==> src/rtl/banco_registri_pkg.sv <==
// Shared defaults and helpers for the banco_registri register file.
package banco_registri_pkg;

  localparam int N_DEFAULT    = 32;
  localparam int NREG_DEFAULT = 32;
  localparam int ZERO_ADDR    = 0;

  function automatic int addr_width(input int nreg);
    return $clog2(nreg);
  endfunction

endpackage

==> src/rtl/banco_registri_registro_p.sv <==
// N-bit data register with write enable and synchronous active-high reset.
module registro_p #(
  parameter int N = 32
) (
  input  logic         clock,
  input  logic         reset,
  input  logic         en,
  input  logic [N-1:0] d,
  output logic [N-1:0] q
);

  always_ff @(posedge clock) begin
    if (reset) begin
      q <= '0;
    end else if (en) begin
      q <= d;
    end
  end

endmodule

==> src/rtl/banco_registri.sv <==
// Register file: 2 async read ports, 1 sync write port, per-register pending bits.
// Optional same-cycle write-to-read bypass under BANCO_REGISTRI_BYPASS_EN.
module banco_registri
  import banco_registri_pkg::*;
#(
  parameter int N    = N_DEFAULT,
  parameter int NREG = NREG_DEFAULT,
  parameter int AW   = addr_width(NREG)
) (
  input  logic          clock,
  input  logic          reset,
  input  logic [AW-1:0] ra1,
  input  logic [AW-1:0] ra2,
  output logic [N-1:0]  out1,
  output logic [N-1:0]  out2,
  output logic          busy1,
  output logic          busy2,
  input  logic          we,
  input  logic [AW-1:0] wa,
  input  logic [N-1:0]  in,
  input  logic          res,
  input  logic [AW-1:0] rd,
  output logic [AW:0]   npend
);

  // we and res are plain per-cycle qualifiers: no valid/ready, every asserted
  // cycle is consumed at the next rising edge.
  logic [N-1:0]    regs [NREG];
  logic [NREG-1:0] pend;
  logic [NREG-1:0] pend_next;
  logic [AW:0]     npend_next;
  logic            do_write;
  logic            do_res;
  logic            set_p;
  logic            clr_p;

  assign do_write = we  && (wa != AW'(ZERO_ADDR));
  assign do_res   = res && (rd != AW'(ZERO_ADDR));

  for (genvar i = 0; i < NREG; i++) begin : g_reg
    if (i == 0) begin : g_zero
      assign regs[i] = '0;
    end else begin : g_entry
      logic en;
      assign en = we && (wa == AW'(i));
      registro_p #(.N(N)) u_reg (
        .clock (clock),
        .reset (reset),
        .en    (en),
        .d     (in),
        .q     (regs[i])
      );
    end
  end

  // Reserve is applied after release so a same-register pair ends pending.
  always_comb begin
    pend_next = pend;
    if (do_write) pend_next[wa] = 1'b0;
    if (do_res)   pend_next[rd] = 1'b1;
    set_p = do_res && !pend[rd];
    clr_p = do_write && pend[wa] && !(do_res && (rd == wa));
    npend_next = npend;
    if (set_p && !clr_p) begin
      npend_next = npend + 1'b1;
    end else if (clr_p && !set_p) begin
      npend_next = npend - 1'b1;
    end
  end

  always_ff @(posedge clock) begin
    if (reset) begin
      pend  <= '0;
      npend <= '0;
    end else begin
      pend  <= pend_next;
      npend <= npend_next;
    end
  end

  always_comb begin
    out1  = regs[ra1];
    busy1 = pend[ra1];
    out2  = regs[ra2];
    busy2 = pend[ra2];
`ifdef BANCO_REGISTRI_BYPASS_EN
    if (do_write && (wa == ra1)) begin
      out1  = in;
      busy1 = 1'b0;
    end
    if (do_write && (wa == ra2)) begin
      out2  = in;
      busy2 = 1'b0;
    end
`endif
  end

endmodule

==> config.mk <==
export PLATFORM = sky130hd
export DESIGN_NAME = banco_registri
export DESIGN_NICKNAME = d
export VERILOG_FILES = /design/src/rtl/banco_registri_pkg.sv /design/src/rtl/banco_registri_registro_p.sv /design/src/rtl/banco_registri.sv
export SDC_FILE = /design/constraint.sdc
export NUM_CORES = 2
export LEC_CHECK = 0
export ABC_CLOCK_PERIOD_IN_PS = 9100
export CORE_ASPECT_RATIO = 0.8
export CORE_UTILIZATION = 25
export CTS_CLUSTER_DIAMETER = 200
export DETAILED_ROUTE_END_ITERATION = 10
export DONT_BUFFER_PORTS = 1
export MAX_ROUTING_LAYER = met4
export SLEW_MARGIN = 20
export SYNTH_ARGS = -nofsm -noshare
export SYNTH_HDL_FRONTEND = slang
export SYNTH_SLANG_ARGS = --single-unit
==> constraint.sdc <==
create_clock -name clock -period 9.1 [get_ports clock]
set_clock_uncertainty 0.2 [all_clocks]
set_input_delay 1.365 -clock clock [delete_from_list [all_inputs] [get_ports clock]]
set_output_delay 1.365 -clock clock [all_outputs]
set_load 0.05 [all_outputs]
=== Word level (Yosys, flattened, before mapping) ===
Cells that the tools add are included.

* Add/subtract/negate cells: 2
* $lt $le $gt $ge: 8
* Equal/unequal tests: 32
* Muxes and demuxes: 22
* Bitwise operators: 5
* Reduce and logical (&&, ||, !) cells: 48

{| class="wikitable"
|+ Operators by type and width
! cell !! number
|-
| 32-bit binary-select mux with 5-bit select || 2
|-
| 32-bit two-way mux || 6
|-
| 5-bit == test (second input constant) || 16
|-
| 1-bit logical AND || 41
|-
| 5-bit by 4-bit == test with 1-bit output (second input constant) || 8
|-
| 32-bit bitwise AND || 1
|-
| 32-bit NOT || 1
|-
| 32-bit bitwise OR || 1
|-
| 5-bit by 6-bit less-than comparator with 1-bit output (second input constant) || 4
|-
| 1-bit binary-select mux with 5-bit select || 4
|-
| 5-bit by 3-bit == test with 1-bit output (second input constant) || 4
|-
| 6-bit greater-or-equal comparator (second input constant) || 2
|-
| 6-bit two-way mux || 2
|-
| 5-bit NOT with 6-bit output || 2
|-
| 1-bit demux with 5-bit select || 2
|-
| 5-bit by 2-bit == test with 1-bit output (second input constant) || 2
|-
| 5-bit by 1-bit greater-or-equal comparator with 1-bit output (second input constant) || 2
|-
| 5-bit nonzero test || 2
|-
| 6-bit by 1-bit adder with 6-bit output (second input constant) || 1
|-
| 1-bit two-way mux || 6
|-
| 6-bit by 1-bit subtractor with 6-bit output (second input constant) || 1
|-
| 5-bit by 1-bit == test with 1-bit output (second input constant) || 1
|-
| 5-bit == test || 1
|-
| 1-bit logical NOT || 4
|-
| 2-bit nonzero test || 1
|}

* Register bits after elaboration: 1030
* Word-level logic and storage cells: 150

=== Logic depth before layout (Yosys ltp) ===
* Depth in word-level cells: 9
* Mapped depth: 15

=== Hierarchy ===
Synthesis repeated with hierarchy kept, for this count alone.

* Cells, all modules: 4882
* Area, all modules: 54801.3 sq um

{| class="wikitable"
|+ By module, submodules not included
! module !! times used !! cells an instance !! area each (sq um)
|-
| registro_p || 31 || 103 || 1163.6
|-
| banco_registri || 1 || 1689 || 18729.2
|}

=== Worst setup path after synthesis ===
Ideal clock, no wire load.

* Path type: input to output
* Start point: input ra2[1]
* End point: output out2[10]
* Arrival time: 3.701 ns
* Required time: 7.535 ns
* Slack: 3.834 ns
* Stages on the path: 7
* Path through: buf_2 -> buf_2 -> buf_4 -> buf_2 -> mux4_2 -> mux2i_1 -> a221oi_1

* Longest elaborated chain between the ends: 4

{| class="wikitable"
|+ RTL lines
! what !! line !! text
|-
| from (decl) || banco_registri.sv:13 || <nowiki>input logic [AW-1:0] ra2,</nowiki>
|-
| 5-bit NOT with 6-bit output (not written as such) || banco_registri.sv:84 || <nowiki>out2 = regs[ra2];</nowiki>
|-
| 32-bit binary-select mux with 5-bit select || banco_registri.sv:84 ||
|-
| 32-bit two-way mux (not written as such) (2 in a row) || banco_registri.sv:84 ||
|-
| to (decl) || banco_registri.sv:15 || <nowiki>output logic [N-1:0] out2,</nowiki>
|}

No other way between the ends. The select of a mux whose other input is x is not followed.

=== Worst setup path after layout ===
* Start point: input ra2[1]
* End point: output out2[17]

The elaborated chain is that of the path after synthesis.

==> out/qor.tcl <==
set qor(cts_clk_pin_slew_worst_paths_ps) 60
set qor(avgViaCountPerCell) 5.63
set qor(clock_tree_from_tritoncts) {done}
set qor(buffer_ports.inserted) 0
set qor(clock_sink_count) 1030
set qor(ys_flop_type) {sky130_fd_sc_hd__dfxtp_1}
set qor(arrival_ps) 4550
set qor(syn_nets) 5961
set qor(die_x_um) 515
set qor(synth.yosys.warnings) 0
set qor(crit_path_start_kind) {input pin}
set qor(final_cells) 8371
set qor(dp_hpwl_um) 114000
set qor(post_cts_sizing) 0
set qor(first_global_vias) 44500
set qor(cp_data_required_time_ps) 7540
set qor(final.period_utilization_pct) 67.2
set qor(cts_buffer_depth) 3
set qor(area_growth_pct) 11.4
set qor(totalWireLength_um) 222000
set qor(outcome) {finished, final reports clean}
set qor(antenna_found_initial) 1
set qor(initial_core_util_pct) 25.2
set qor(power.leakage_uw) 0.0180
set qor(drt-wirelength-per-cell_um) 26.5
set qor(final-max-slew-violation-count) 0
set qor(detailedRoute.firstPassIterationCount) 6
set qor(post-place-cells) 8187
set qor(sequential_area_share_after_synthesis_pct) 39.2
set qor(io_pins) 128
set qor(final_period_minus_worst_setup_slack_ps) 6110
set qor(global_route.usage.total_pct) 20.8
set qor(power_density_over_cell_area_nw_per_um2) 163
set qor(fillerInstances) 21600
set qor(report.power.total_uw) 9570
set qor(layout.nets) 5545
set qor(drive_above_1_share_pct) 17.3
set qor(die-area_um2) 212000
set qor(vdd_drop_max_mv) 0.181
set qor(num_vias) 47100
set qor(clock.fmax_mhz) 164
set qor(hold_viol) 0
set qor(holdCritPathClass) {reg -> reg}
set qor(weighted_congestion_reported_at_the_end_of_routability_driven_placement) 0.873
set qor(synth.lib_cells_used.distinct) 44
set qor(grt_setup_unrepaired) {false}
set qor(max_slew.worst_pin.slew_ps) 1370
set qor(first_iter_violations) 6717
set qor(numCtsBuffers) 100
set qor(synth-seq-cells) 1030
set qor(die-height_um) 412
set qor(setup.worst_path.class) {in -> out}
set qor(clock_insertion_delay_worst_skew_ps) 710
set qor(first_pass_grt_wire_length_um) 317000
set qor(reported_max_cap_violation_count) 0
set qor(post_cts_buffers) 0
set qor(cts_htree_levels) 3
set qor(syn-cell-area_um2) 52600
set qor(aggregate_global_routing_overflow) 0
set qor(timing.max_slew.rel_slack_pct) 8.67
set qor(detail-route-antenna-nets) 0
set qor(grt_start_max_net_pins) 1037
set qor(std_cell_rows) 150
set qor(critical_path.endpoint_type) {output port}
set qor(finalSetupTns_ps) 0
set qor(finalSetupViolCount) 0
set qor(postSynthAreaPerCell_um2) 8.91
set qor(synth_async_sr_flop_share_pct) 0
set qor(post_synth_inst_count) 5898
set qor(synth-edff-count) 0
set qor(ctsRootBufferMaster) {sky130_fd_sc_hd__clkbuf_16}
set qor(worstPathMaxFanout) 265
set qor(cts_hold_bufs) 0
set qor(coreArea_um2) 209000
set qor(drc) 0
[final timing paths]
check                               startpoint                      endpoint  slack [ps]  cells after the start
hold / removal    g_reg[22].g_entry.u_reg.q[7]  g_reg[22].g_entry.u_reg.q[7]         270                      2
setup reg to reg                      pend[31]                      npend[4]        5340                     12
setup / recovery                        ra2[1]                      out2[17]        2990                      6
hold reg to reg   g_reg[22].g_entry.u_reg.q[7]  g_reg[22].g_entry.u_reg.q[7]         270                      2
[registers in the layout, indices dropped and copies added, names as in the netlist]
| signal | cells |
|---|---|
| npend | 6 |
| pend | 32 |
| g.g_entry.u_reg.q | 992 |
[Yosys cell counts (all sizes together), types with 2 or more instances]
cell type | n | area [um^2]
a21boi | 2 | 15.0
a21oi | 1029 | 5150
a221oi | 32 | 280
a22o | 32 | 280
a22oi | 60 | 450
a32oi | 4 | 35.0
and2 | 5 | 31.3
and3 | 4 | 25.0
and3b | 4 | 35.0
buf | 115 | 559
clkbuf | 488 | 1830
dfxtp | 1030 | 20600
ha | 6 | 75.1
inv | 6 | 22.5
mux2 | 67 | 754
mux2i | 164 | 1640
mux4 | 514 | 11600
nand2 | 2065 | 7750
nand2b | 2 | 12.5
nand3 | 6 | 30.0
nand3b | 3 | 22.5
nor2 | 143 | 537
nor2b | 5 | 31.3
nor3 | 6 | 30.0
nor3b | 7 | 52.6
nor4 | 3 | 18.8
o21ai | 37 | 185
o221ai | 34 | 298
o22ai | 2 | 12.5
or2 | 3 | 18.8
or3b | 4 | 35.0
xnor2 | 3 | 26.3
xor2 | 4 | 35.0
[where the power goes]
| group | internal (uW) | leakage [uW] | total [uW] | switching (uW) |
|---|---|---|---|---|
| logic | 226 | 0.00807 | 572 | 345 |
| clock network | 2460 | 0.00167 | 4390 | 1930 |
| registers | 4550 | 0.00830 | 4600 | 57.6 |
| total | 7240 | 0.0180 | 9570 | 2330 |
[cell families (layout without fill, tap and decap cells)]
family / after synthesis / count (layout) / synth area share [%]
flip-flops: 1030 / 1030 / 39.2
AO/OA/AOI/OAI: 1237 / 1237 / 12.8
AND/OR/NAND/NOR: 2263 / 2263 / 16.5
XOR/XNOR: 7 / 7 / 0.117
buffers and inverters: 609 / 269 / 4.59
multiplexers: 745 / 745 / 26.6
adder cells (fa/ha/maj): 7 / 7 / 0.181
other: 0 / 1 / 0
[cell type report]
class	count	area [um^2]	share of cell area (%)
Clock inverter	32	354	0.604
Timing Repair Buffer	85	742	1.27
Inverter	6	22.5	0.0384
Sequential cell	1030	20600	35.2
Multi-Input combinational cell	4259	30300	51.7
Clock buffer	146	3020	5.15
Tap cell	2812	3520	6.01
Antenna cell	1	2.50	0.00427
[critical path: stages]
cell	delay, ps
sky130_fd_sc_hd__nor2b_4	710
sky130_fd_sc_hd__buf_4	570
sky130_fd_sc_hd__a22o_1	250
sky130_fd_sc_hd__mux4_2	240
sky130_fd_sc_hd__nor2_1	50
sky130_fd_sc_hd__a221oi_2	1000
[layer usage]
layer | track usage, % | wire length [um] | vias up
met5 | - | 0 | -
met4 | 14.6 | 18800 | 0
met3 | 4.46 | 26600 | 970
met2 | 32.1 | 98600 | 3359
met1 | 24.2 | 77700 | 23000
li1 | - | - | 19800
[metrics by stage]
step           setup WS (ps)  hold slack (ps)  util, %  area (um^2)
3_3_place_gp            3430              247     26.3        55000
2_1_floorplan           3830              242        -        52600
5_1_grt                 3400              279     28.0        58600
3_5_place_dp            3390              257     26.4        55100
6_report                2990              266     28.0        58600
4_1_cts                 3370              265     28.0        58400
[cell usage in the layout, fill, tap and decap left out, types with 5 or more instances in the layout]
cell,n
sky130_fd_sc_hd__mux4_2,514
sky130_fd_sc_hd__nor2_4,29
sky130_fd_sc_hd__clkinv_2,15
sky130_fd_sc_hd__a221oi_2,27
sky130_fd_sc_hd__inv_6,5
sky130_fd_sc_hd__nor3_1,6
sky130_fd_sc_hd__mux2_2,67
sky130_fd_sc_hd__nor2_1,114
sky130_fd_sc_hd__inv_1,6
sky130_fd_sc_hd__dfxtp_1,1030
sky130_fd_sc_hd__bufinv_16,6
sky130_fd_sc_hd__nand2_1,2033
sky130_fd_sc_hd__mux2i_1,164
sky130_fd_sc_hd__nand2_4,7
sky130_fd_sc_hd__nand3_1,6
sky130_fd_sc_hd__buf_16,5
sky130_fd_sc_hd__clkbuf_1,14
sky130_fd_sc_hd__clkbuf_8,30
sky130_fd_sc_hd__clkbuf_16,102
sky130_fd_sc_hd__a22oi_1,60
sky130_fd_sc_hd__nand2_2,25
sky130_fd_sc_hd__buf_4,79
sky130_fd_sc_hd__ha_1,6
sky130_fd_sc_hd__o21ai_0,37
sky130_fd_sc_hd__a21oi_1,1029
sky130_fd_sc_hd__a221oi_4,5
sky130_fd_sc_hd__nor3b_1,7
sky130_fd_sc_hd__a22o_1,32
sky130_fd_sc_hd__o221ai_1,10
sky130_fd_sc_hd__o221ai_2,24
(Power assumes the default switching activity.)
